`src/rtl/usb_rx_packet_decoder.sv`:
```
// USB full-speed packet decoder: validates SYNC/PID/token/CRC status from the byte stage,
// reports a packet code and streams DATA payload (CRC16 stripped) to the data buffer.
module usb_rx_packet_decoder #(
   parameter logic [6:0] DEV_ADDR    = 7'd0,
   parameter logic [3:0] ENDPOINT    = 4'd0,
   parameter int         MAX_PAYLOAD = 64
) (
   input  logic       clk,
   input  logic       n_rst,
   input  logic       byte_valid,
   input  logic [7:0] byte_data,
   input  logic       eop,
   input  logic       crc5_ok,
   input  logic       crc16_ok,
   output logic [2:0] rx_packet,
   output logic       store_rx_packet_data,
   output logic [7:0] rx_data,
   output logic       flush
);

   localparam int CNT_W = $clog2(MAX_PAYLOAD + 1);

   localparam logic [2:0] PKT_IDLE = 3'd0;
   localparam logic [2:0] PKT_DATA = 3'd1;
   localparam logic [2:0] PKT_OUT  = 3'd2;
   localparam logic [2:0] PKT_IN   = 3'd3;
   localparam logic [2:0] PKT_ACK  = 3'd4;
   localparam logic [2:0] PKT_NAK  = 3'd5;
   localparam logic [2:0] PKT_BAD  = 3'd6;

   typedef enum logic [3:0] {
      S_IDLE, S_WAIT_PID, S_TOK1, S_TOK2, S_TOK_EOP,
      S_HS_EOP, S_REPORT, S_DATA_ACC, S_BAD_DATA, S_DISCARD
   } state_t;

   state_t           state_q, state_d;
   logic [2:0]       rx_packet_q, rx_packet_d;
   logic             store_q, store_d;
   logic [7:0]       rx_data_q, rx_data_d;
   logic             flush_q, flush_d;
   logic [2:0]       code_q, code_d;
   logic [CNT_W-1:0] cnt_q, cnt_d;
   logic [1:0]       held_q, held_d;
   logic             bad_eop_q, bad_eop_d;

   logic [7:0] tok1_q;
   logic [2:0] tok2_q;
   logic [7:0] hold0_q, hold1_q;
   logic       tok1_en, tok2_en, shift_en;

   function automatic logic pid_ok(input logic [7:0] b);
      return b[7:4] == ~b[3:0];
   endfunction

   always_comb begin
      state_d     = state_q;
      rx_packet_d = PKT_IDLE;
      store_d     = 1'b0;
      rx_data_d   = rx_data_q;
      flush_d     = 1'b0;
      code_d      = code_q;
      cnt_d       = cnt_q;
      held_d      = held_q;
      bad_eop_d   = bad_eop_q;
      tok1_en     = 1'b0;
      tok2_en     = 1'b0;
      shift_en    = 1'b0;
      case (state_q)
         S_IDLE: begin
            if (byte_valid) state_d = (byte_data == 8'h80) ? S_WAIT_PID : S_DISCARD;
         end
         S_WAIT_PID: begin
            if (byte_valid) begin
               state_d = S_DISCARD;
               if (pid_ok(byte_data)) begin
                  case (byte_data[3:0])
                     4'b0001: begin code_d = PKT_OUT; state_d = S_TOK1;   end
                     4'b1001: begin code_d = PKT_IN;  state_d = S_TOK1;   end
                     4'b0010: begin code_d = PKT_ACK; state_d = S_HS_EOP; end
                     4'b1010: begin code_d = PKT_NAK; state_d = S_HS_EOP; end
                     4'b0011, 4'b1011: begin
                        state_d     = S_DATA_ACC;
                        rx_packet_d = PKT_DATA;
                        flush_d     = 1'b1;
                        cnt_d       = '0;
                        held_d      = 2'd0;
                     end
                     default: state_d = S_DISCARD;
                  endcase
               end
            end else if (eop) begin
               state_d = S_IDLE;
            end
         end
         S_TOK1: begin
            if (byte_valid) begin
               tok1_en = 1'b1;
               state_d = S_TOK2;
            end else if (eop) begin
               state_d = S_IDLE;
            end
         end
         S_TOK2: begin
            if (byte_valid) begin
               tok2_en = 1'b1;
               state_d = S_TOK_EOP;
            end else if (eop) begin
               state_d = S_IDLE;
            end
         end
         S_TOK_EOP: begin
            if (byte_valid) begin
               state_d = S_DISCARD;
            end else if (eop) begin
               if (crc5_ok && tok1_q[6:0] == DEV_ADDR && {tok2_q, tok1_q[7]} == ENDPOINT) begin
                  state_d     = S_REPORT;
                  rx_packet_d = code_q;
               end else begin
                  state_d = S_IDLE;
               end
            end
         end
         S_HS_EOP: begin
            if (byte_valid) begin
               state_d = S_DISCARD;
            end else if (eop) begin
               state_d     = S_REPORT;
               rx_packet_d = code_q;
            end
         end
         S_REPORT: state_d = S_IDLE;
         S_DATA_ACC: begin
            rx_packet_d = PKT_DATA;
            if (byte_valid) begin
               // The two newest bytes are always held back: they may turn out to be the CRC16.
               if (held_q == 2'd2) begin
                  if (cnt_q == CNT_W'(MAX_PAYLOAD)) begin
                     state_d     = S_BAD_DATA;
                     rx_packet_d = PKT_BAD;
                     flush_d     = 1'b1;
                     bad_eop_d   = 1'b0;
                  end else begin
                     store_d   = 1'b1;
                     rx_data_d = hold0_q;
                     cnt_d     = cnt_q + CNT_W'(1);
                     shift_en  = 1'b1;
                  end
               end else begin
                  held_d   = held_q + 2'd1;
                  shift_en = 1'b1;
               end
            end else if (eop) begin
               if (held_q == 2'd2 && crc16_ok) begin
                  state_d     = S_IDLE;
                  rx_packet_d = PKT_IDLE;
               end else begin
                  state_d     = S_BAD_DATA;
                  rx_packet_d = PKT_BAD;
                  flush_d     = 1'b1;
                  bad_eop_d   = 1'b1;
               end
            end
         end
         S_BAD_DATA: state_d = (bad_eop_q || eop) ? S_IDLE : S_DISCARD;
         S_DISCARD: begin
            if (eop) state_d = S_IDLE;
         end
         default: state_d = S_IDLE;
      endcase
   end

   always_ff @(posedge clk or negedge n_rst) begin
      if (!n_rst) begin
         state_q     <= S_IDLE;
         rx_packet_q <= PKT_IDLE;
         store_q     <= 1'b0;
         rx_data_q   <= 8'h00;
         flush_q     <= 1'b0;
         code_q      <= PKT_IDLE;
         cnt_q       <= '0;
         held_q      <= 2'd0;
         bad_eop_q   <= 1'b0;
      end else begin
         state_q     <= state_d;
         rx_packet_q <= rx_packet_d;
         store_q     <= store_d;
         rx_data_q   <= rx_data_d;
         flush_q     <= flush_d;
         code_q      <= code_d;
         cnt_q       <= cnt_d;
         held_q      <= held_d;
         bad_eop_q   <= bad_eop_d;
      end
   end

   // Byte holding registers; their contents are qualified by state and held_q.
   always_ff @(posedge clk) begin
      if (tok1_en) tok1_q <= byte_data;
      if (tok2_en) tok2_q <= byte_data[2:0];
      if (shift_en) begin
         hold0_q <= hold1_q;
         hold1_q <= byte_data;
      end
   end

   assign rx_packet            = rx_packet_q;
   assign store_rx_packet_data = store_q;
   assign rx_data              = rx_data_q;
   assign flush                = flush_q;

endmodule

```
`config.mk`:
```
export PLATFORM = sky130hd
export DESIGN_NAME = usb_rx_packet_decoder
export DESIGN_NICKNAME = d
export VERILOG_FILES = /design/src/rtl/usb_rx_packet_decoder.sv
export SDC_FILE = /design/constraint.sdc
export NUM_CORES = 1
export LEC_CHECK = 0
export CAP_MARGIN = 10
export CORE_MARGIN = 2
export CORE_UTILIZATION = 61
export CTS_CLUSTER_DIAMETER = 100
export DETAILED_ROUTE_END_ITERATION = 12
export PLACE_DENSITY = 0.92
export SYNTH_ARGS = -nofsm -noshare
export SYNTH_HDL_FRONTEND = slang
export SYNTH_SLANG_ARGS = --single-unit
```
`constraint.sdc`:
```
create_clock -name clk -period 3.65 [get_ports clk]
set_input_delay 0.5475 -clock clk [delete_from_list [all_inputs] [get_ports clk]]
set_output_delay 0.5475 -clock clk [all_outputs]
set_load 0.1 [all_outputs]
```
==> results of run 1 <==
-- sequential cells by signal, summed over array words and instances (netlist names) --
name and count:
code_q 3, store_rx_packet_data 1, tok2_q 3, hold0_q 8, rx_data 8, held_q 2
rx_packet 3, state_q 4, tok1_q 8, cnt_q 7, flush 1, bad_eop_q 1
hold1_q 8
-- logic make-up after synthesis --
kind of cell | after synthesis
compound gates | 56
xor+xnor | 4
fa+ha+maj | 3
buf+inv | 20
flops | 57
mux | 12
simple gates | 63
-- per-stage QoR --
stage	instance area, sq um	utilization, %	worst slack, ns	total power [uW]
global route	3243	75.00	1.021	1733
detailed placement	3004	69.47	0.9728	966.2
floorplan	2705	-	1.670	895.5
finish	3243	75.00	1.157	1673
CTS	3243	75.00	1.206	1677
global placement	3004	69.47	1.017	957.1
-- final timing paths --
path | startpoint | to | slack (ns) | depth (start not counted)
min in group asynchronous | n_rst | code_q[1] | 0.60 | 2
hold / removal | hold1_q[0] | hold0_q[0] | 0.42 | 0
hold reg to reg | hold1_q[0] | hold0_q[0] | 0.42 | 0
setup / recovery | state_q[2] | hold0_q[2] | 1.16 | 3
max in group asynchronous | n_rst | rx_packet[0] | 2.76 | 2
setup reg to reg | state_q[2] | hold0_q[2] | 1.16 | 3
-- power by group --
part | switching [uW] | internal (uW)
sequential | 51.0 | 692
combinational | 116 | 99.4
clock | 241 | 473
-- metal layers --
| layer | vias up | track usage, % |
|---|---|---|
| li1 | 896 | - |
| met2 | 101 | 37.32 |
| met3 | 23 | 6.695 |
| met4 | 0 | 15.30 |
| met1 | 948 | 34.87 |
| met5 | - | 0 |
-- area by class of cell --
class | count | area [sq um] | share of cell area, %
clock buffer | 13 | 148.9 | 4.591
clock inverter | 3 | 90.09 | 2.778
inverter | 10 | 37.54 | 1.157
multi-input combinational | 138 | 1057 | 32.60
sequential | 57 | 1562 | 48.15
tap | 52 | 65.06 | 2.006
timing repair buffer | 29 | 282.8 | 8.719
-- placed cells by master, fill, tap and decap left out, types with 4 or more instances in the layout --
master / instances
edfxtp_1: 27
a21oi_1: 13
o211a_1: 4
nor2b_1: 8
dfrtp_1: 30
nand4_1: 4
clkbuf_8: 10
inv_1: 10
nor2_1: 8
o21ai_0: 4
nand2_1: 9
nand3_1: 6
clkdlybuf4s50_1: 26
mux2_2: 11
a41oi_1: 6
==> impl_metrics.py, run 1 <==
metrics = {
    "outcome": {
        "status": "complete, no violations",
    },
    "synth": {
        "netlist_top_cells_area": "edfxtp_1, dfrtp_1, mux2_2",
        "yosys.area_share.simple_pct": 15.36,
        "synth_common_cells": "dfrtp_1, edfxtp_1, a21oi_1, mux2_2, inv_1",
        "postSynth.asyncResetShare_pct": 52.63,
        "yosys_warnings": 0,
        "synth_edf_count": 27,
        "postSynthCellCount": 215,
        "synth_compound_area_share_pct": 16.10,
        "synth_xor_area_share_pct": 1.295,
        "synth_most_common_cell": "dfrtp_1",
        "synth_fa_ha_area_share_pct": 1.388,
        "synth_mux_area_share_pct": 4.949,
        "synth_area_per_cell_sq_um": 12.58,
        "syn_area_sq_um": 2705,
        "ys_types": 59,
        "yosys.area.top_type": "edfxtp_1",
        "synthFlopType": "dfrtp_1",
        "ys_ff_latch": 57,
        "syn-num-nets": 232,
        "synth_top_family_by_area": "compound AO/OA/AOI/OAI gates",
        "yosysTopAreaCellShare_pct": 29.97,
        "yosysSeqAreaShare_pct": 57.72,
    },
    "route": {
        "drc_errors": 0,
        "routedWlPerCell_um": 19.05,
        "top_layer_used": "met4",
        "detailroute.via_count": 1968,
        "m1WireLength_um": 2328,
        "vias_per_cell": 6.517,
        "met2WireLength_um": 2765,
        "wl_met3_um": 429,
        "wl_um": 5752,
        "drtIter0Drc": 150,
        "ant_nets": 0,
        "firstDrtPassIters": 4,
    },
    "cts": {
        "cts_tree": "done",
        "root_buffer": "clkbuf_8",
        "holdBufCountCts": 0,
        "cts_inserted_buffers": 9,
        "h-tree-depth": 3,
        "cts-resized-gates": 0,
        "path_clk_slew_ns": 0.07,
        "clock_latency_ns": 0.34,
        "clock_sinks": 57,
        "post_cts.repair.setup_buffers": 0,
        "clockBufferDepth": 2,
    },
    "die": {
        "initial_core_util_pct": 62.56,
        "placementRows": 24,
        "io_pins": 27,
        "die_w_um": 70.59,
        "core_area_sq_um": 4324,
        "dieHeight_um": 70.59,
        "fp.dieArea_sq_um": 4983,
    },
    "worst_setup_path": {
        "slowest_stage": "dfrtp_1",
        "critical-path-max-stage-delay_ns": 0.71,
        "critPathLaunchType": "register",
        "worstPathMaxFanout": 19,
        "cp.required_ns": 3.62,
        "arrival_ns": 2.46,
        "path_class": "register to register",
        "crit_family": "flip-flops",
        "cp_cell_sequence": "nand4b_2, a311o_2, inv_1",
        "worst-path-buf-inv": 1,
        "end_kind": "register",
    },
    "sta": {
        "tns_ns": 0,
        "relSlewSlack_pct": 35.44,
        "period_share_pct": 68.29,
        "hold_ws_ns": 0.4208,
        "rsz0062_at_grt": "no",
        "layout_min_cycle_time_ns": 2.493,
        "setup_viol_count_final": 0,
        "fmax_ghz": 0.4012,
        "fin_skew_ns": 0.01429,
        "report.final.slew_viol_count": 0,
        "tightest_slew_ns": 0.9654,
        "hold_viol": 0,
    },
    "placed_design": {
        "gp_congestion": 0.8280,
        "port_buffers": 26,
        "dp_cells": 286,
        "hpwl_um": 3838,
    },
    "global_route": {
        "grt_pass1_vias": 1922,
        "grt_overflow_total": 0,
        "antenna_found_initial": 0,
        "track_usage_pct": 25.58,
        "grt_pass1_wl_um": 9535,
        "grt_max_degree": 31,
    },
    "finish": {
        "layout.cells.non_filler": 302,
        "fill_cells": 287,
        "drive_gt1_share_pct": 16.80,
        "areaGrowthSynthToFinish_pct": 19.89,
        "antenna_cells": 0,
        "fin_nets": 262,
    },
    "worst_hold_path": {
        "hp-class": "register to register",
    },
    "run": {
        "drv_cap": 0,
    },
    "pwr": {
        "leakage_uw": 0.001344,
        "pwr_density_cell_nw_per_um2": 516.0,
        "peakVddDrop_mv": 0.3861,
    },
}
Power figures use the tool's default switching activity.
==> run 2: changes to the inputs <==
CORE_UTILIZATION = 56   (was 61)
PLACE_DENSITY = 0.86   (was 0.92)
clock period = 2.6 ns   (was 3.65 ns; I/O delays follow)
==> run 2 against run 1 <==
Global-route usage fell by 2.0 points. Cell count rose by 5.0%. Sequential power rose by 40%. Clock skew shrank 0.0046 ns. Register-to-register slack got worse by 0.58 ns.
==> impl_metrics.py, run 2 (synthesis results as in run 1) <==
metrics = {
    "outcome": {
        "status": "complete, no violations",
    },
    "sta": {
        "setup_viol_count_final": 0,
        "tightest_slew_ns": 0.5524,
        "relSlewSlack_pct": 62.91,
        "fin_skew_ns": 0.009706,
        "rsz0062_at_grt": "no",
        "postLayoutSetupSlackWorst_ns": 0.5822,
        "tns_ns": 0,
        "report.final.slew_viol_count": 0,
        "hold_viol": 0,
        "layout_min_cycle_time_ns": 2.018,
        "fmax_ghz": 0.4956,
        "period_share_pct": 77.61,
    },
    "cts": {
        "clockBufferDepth": 2,
        "clock_sinks": 57,
        "clock_latency_ns": 0.33,
        "cts-resized-gates": 0,
        "post_cts.repair.setup_buffers": 0,
        "cts_inserted_buffers": 9,
        "path_clk_slew_ns": 0.06,
        "holdBufCountCts": 0,
        "cts_tree": "done",
        "h-tree-depth": 3,
        "root_buffer": "clkbuf_8",
    },
    "finish": {
        "areaGrowthSynthToFinish_pct": 19.33,
        "antenna_cells": 0,
        "layout_common_cells": "dfrtp_1, buf_4, edfxtp_1",
        "drive_gt1_share_pct": 25.48,
        "fin_nets": 275,
        "final_common_cell": "dfrtp_1",
        "fill_cells": 333,
    },
    "die": {
        "fp.dieArea_sq_um": 5402,
        "core_area_sq_um": 4692,
        "placementRows": 25,
        "dieHeight_um": 73.50,
        "io_pins": 27,
        "die_w_um": 73.50,
        "initial_core_util_pct": 57.65,
    },
    "route": {
        "drc_errors": 0,
        "vias_per_cell": 6.180,
        "met2WireLength_um": 2894,
        "wl_um": 5582,
        "wl_met3_um": 244,
        "detailroute.via_count": 1959,
        "routedWlPerCell_um": 17.61,
        "m1WireLength_um": 2387,
        "drtIter0Drc": 162,
        "ant_nets": 0,
        "top_layer_used": "met4",
        "firstDrtPassIters": 4,
    },
    "worst_setup_path": {
        "arrival_ns": 2.23,
        "worstPathMaxFanout": 17,
        "path_class": "register to register",
        "rrSetupSlack_ns": 0.58,
        "rr_worst_depth": 5,
        "critPathLaunchType": "register",
        "rr_startpoint": "state_q[0]",
        "r2r_end": "rx_data[6]",
        "end_kind": "register",
        "cp.required_ns": 2.81,
    },
    "run": {
        "drv_cap": 0,
    },
    "global_route": {
        "antenna_found_initial": 0,
        "grt_overflow_total": 0,
        "grt_pass1_vias": 1906,
        "grt_pass1_wl_um": 9294,
        "grt_max_degree": 31,
        "track_usage_pct": 23.58,
    },
    "placed_design": {
        "post-place-ws_ns": 0.2733,
        "gp_congestion": 0.8896,
        "port_buffers": 26,
        "hpwl_um": 3804,
    },
    "pwr": {
        "peakVddDrop_mv": 0.3613,
        "leakage_uw": 0.001396,
        "pwr_density_cell_nw_per_um2": 622.6,
    },
    "worst_hold_path": {
        "holdPathEnd": "hold0_q[4]",
        "min_from": "hold1_q[4]",
        "holdPathStages": 0,
        "hp-class": "register to register",
    },
}
run 2: cell count changes in the layout (fill, tap and decap cells not counted), sizes merged:
cell / before / now
clkinvlp: 0 / 1
clkdlybuf4s50: 26 / 13
bufinv: 3 / 0
clkbuf: 13 / 12
clkinv: 0 / 3
buf: 3 / 29
run 2: final cells by class:
type / instances / area [sq um] / share of cell area (%)
clock inverters: 4 / 21.27 / 0.6589
repair buffers: 42 / 347.8 / 10.78
clock buffers: 12 / 135.1 / 4.186
well taps: 54 / 67.56 / 2.093
flip-flops and latches: 57 / 1562 / 48.37
multi-input cells: 138 / 1057 / 32.75
inverters: 10 / 37.54 / 1.163
run 2: worst max-delay path by stage:
stage | start | end
6_report | state_q[0] | rx_data[6]
3_3_place_gp | byte_data[6] | cnt_q[6]
3_5_place_dp | byte_data[3] | state_q[0]
4_1_cts | state_q[0] | rx_data[6]
5_1_grt | state_q[0] | held_q[1]
2_1_floorplan | cnt_q[0] | hold0_q[0]
run 2: critical path, stage by stage (launching register included):
cell	delay (ns)
dfrtp_1	0.64
nand4b_2	0.26
buf_4	0.23
a211oi_4	0.14
buf_4	0.27
mux2_2	0.36
run 2: stage by stage:
| step | instance area (sq um) | util, % | total power, uW | instances | hold slack (ns) |
|---|---|---|---|---|---|
| floorplan | 2705 | - | 1257 | 215 | 0.09441 |
| global placement | 3072 | 65.47 | 1353 | 301 | 0.4012 |
| global route | 3228 | 68.80 | 2112 | 317 | 0.4302 |
| finish | 3228 | 68.80 | 2010 | 317 | 0.4192 |
| detailed placement | 3072 | 65.47 | 1362 | 301 | 0.4066 |
| CTS | 3228 | 68.80 | 2020 | 317 | 0.4203 |
run 2: power by group:
part | internal, uW | switching, uW
Sequential | 972 | 71.8
Clock | 339 | 322
Combinational | 146 | 159
Total | 1460 | 552
run 2: metal layers:
metal,vias up,track usage [%]
met5,-,0
met3,5,7.956
met2,51,38.00
li1,924,-
met4,0,8.485
met1,979,29.71
==> run 3: changes to the inputs <==
CORE_UTILIZATION = 51   (was 56)
PLACE_DENSITY = 0.82   (was 0.86)
clock period = 1.7 ns   (was 2.6 ns; I/O delays follow)
==> run 3 against run 2 <==
The run now ends with negative setup slack left. Hold slack worse by 0.13 ns. Die area is 9.3% higher. Critical path depth stayed put. Clock power is 60% higher. Power is 75% higher. Wire length is 50% higher. Cell count is 19% higher. Flip-flop and latch count stayed put. Highest routed layer unchanged.
==> impl_metrics.py, run 3 (synthesis results as in run 1) <==
metrics = {
    "outcome": {
        "status": "finished with violations",
        "violations": "negative setup slack",
    },
    "run": {
        "drv_cap": 0,
    },
    "worst_setup_path": {
        "critPathLaunchType": "register",
        "path_class": "register to register",
        "rr_startpoint": "state_q[2]",
        "rr_worst_depth": 5,
        "cp.required_ns": 1.95,
        "end_kind": "register",
        "worstPathMaxFanout": 8,
        "arrival_ns": 2.09,
        "rrSetupSlack_ns": -0.14,
        "r2r_end": "state_q[0]",
    },
    "sta": {
        "fmax_ghz": 0.5440,
        "relSlewSlack_pct": 72.64,
        "rsz0062_at_grt": "yes",
        "report.final.slew_viol_count": 0,
        "postLayoutSetupSlackWorst_ns": -0.1382,
        "setup_viol_count_final": 34,
        "fin_skew_ns": 0.01087,
        "layout_min_cycle_time_ns": 1.838,
        "hold_viol": 0,
        "hold_ws_ns": 0.2844,
        "period_share_pct": 108.1,
        "tightest_slew_ns": 0.4105,
    },
    "placed_design": {
        "post-place-ws_ns": -0.4838,
        "gp_congestion": 0.8168,
        "dpl_cell_area_sq_um": 3550,
        "hpwl_um": 4931,
        "dp_cells": 348,
        "port_buffers": 26,
    },
    "finish": {
        "layout_common_cells": "buf_4, dfrtp_1, edfxtp_1",
        "multiInputGateArea_sq_um": 1286,
        "final_common_cell": "buf_4",
        "fin_area_sq_um": 4060,
        "fin_nets": 318,
        "layout.cells.non_filler": 376,
        "antenna_cells": 0,
        "register_area_sq_um": 1563,
        "drive_gt1_share_pct": 46.73,
        "areaGrowthSynthToFinish_pct": 50.09,
        "fill_cells": 278,
    },
    "global_route": {
        "grt_pass1_vias": 2398,
        "grt_max_degree": 31,
        "track_usage_pct": 27.83,
        "grt_pass1_wl_um": 12320,
        "antenna_found_initial": 0,
        "grt_overflow_total": 0,
    },
    "pwr": {
        "pwr_density_cell_nw_per_um2": 867.9,
        "peakVddDrop_mv": 0.6436,
        "leakage_uw": 0.001727,
    },
    "route": {
        "top_layer_used": "met4",
        "ant_nets": 0,
        "detailroute.via_count": 2315,
        "met2WireLength_um": 4548,
        "vias_per_cell": 6.157,
        "firstDrtPassIters": 4,
        "wl_met3_um": 524,
        "m1WireLength_um": 2966,
        "drtIter0Drc": 207,
        "wl_um": 8363,
        "drc_errors": 0,
        "routedWlPerCell_um": 22.24,
    },
    "cts": {
        "clock_sinks": 57,
        "path_clk_slew_ns": 0.07,
        "cts_tree": "done",
        "root_buffer": "clkbuf_8",
        "clock_latency_ns": 0.34,
        "h-tree-depth": 3,
        "clockBufferDepth": 2,
        "cts_inserted_buffers": 9,
    },
    "worst_hold_path": {
        "holdPathEnd": "tok1_q[1]",
        "min_from": "byte_data[1]",
        "hp-class": "primary input to register",
        "holdPathStages": 2,
    },
    "die": {
        "initial_core_util_pct": 52.96,
        "io_pins": 27,
        "fp.dieArea_sq_um": 5903,
        "core_area_sq_um": 5107,
        "die_w_um": 76.83,
        "placementRows": 26,
        "dieHeight_um": 76.83,
    },
}
-- run 3: changes by cell type in the layout (fill, tap and decap cells not counted), sizes merged --
cell,delta
buf,+42
clkbuf,-1
clkdlybuf4s50,-2
clkinv,+1
clkinvlp,+2
dlymetal6s2s,+2
inv,-1
-- run 3: cell type report --
cell class / instances / share of cell area, %
repair buffers: 85 / 22.65
flip-flops and latches: 57 / 38.49
multi-input cells: 138 / 31.68
well taps: 70 / 2.157
inverters: 10 / 1.017
clock buffers: 10 / 3.143
clock inverters: 6 / 0.8629
-- run 3: worst max-delay path: stages, from the launching register on --
cell and delay, ns:
dfrtp_1 0.38, buf_4 0.20, mux2_2 0.36, or4_4 0.47, a21bo_4 0.23, o211ai_1 0.11
-- run 3: metal layers --
metal  GRT usage [%]  up-vias
li1                -     1009
met1           31.79     1148
met2           47.98      122
met3           8.235       36
met4           12.73        0
met5               0        -
-- run 3: timing repair --
action                     CTS  global route
setup buffers                6             6
gates resized for setup     21            35
hold buffers                 0             0
hold endpoints to repair     0             0
cloned                       0             1
pin swaps                    9            12
setup endpoints to repair   50            45
-- run 3: metrics by stage --
stage	setup TNS (ns)	utilization (%)	total power (uW)
after floorplan	-0.7250	-	1931
after global placement	-9.774	69.50	2212
after detailed placement	-10.92	69.50	2241
after CTS	-1.913	75.21	3369
after global routing	-3.945	79.50	3637
final	-2.800	79.50	3524
-- run 3: how the worst max path moves through the flow --
stage                       startpoint          to  slack, ns  cells past startpoint
after global placement    byte_data[6]    cnt_q[6]      -0.47                      5
after global routing        state_q[2]  state_q[0]      -0.17                      5
after floorplan               cnt_q[0]  rx_data[2]      -0.10                      6
after detailed placement  byte_data[6]    cnt_q[6]      -0.48                      5
final                       state_q[2]  state_q[0]      -0.14                      5
after CTS                     cnt_q[1]  hold1_q[4]      -0.08                      6
-- run 3: where the power goes --
group	leakage [uW]	switching, uW	internal [uW]	total [uW]
combinational	0.000999	474	453	926
clock	0.0000818	546	516	1060
sequential	0.000646	46.7	1490	1530
total	0.00173	1070	2460	3520
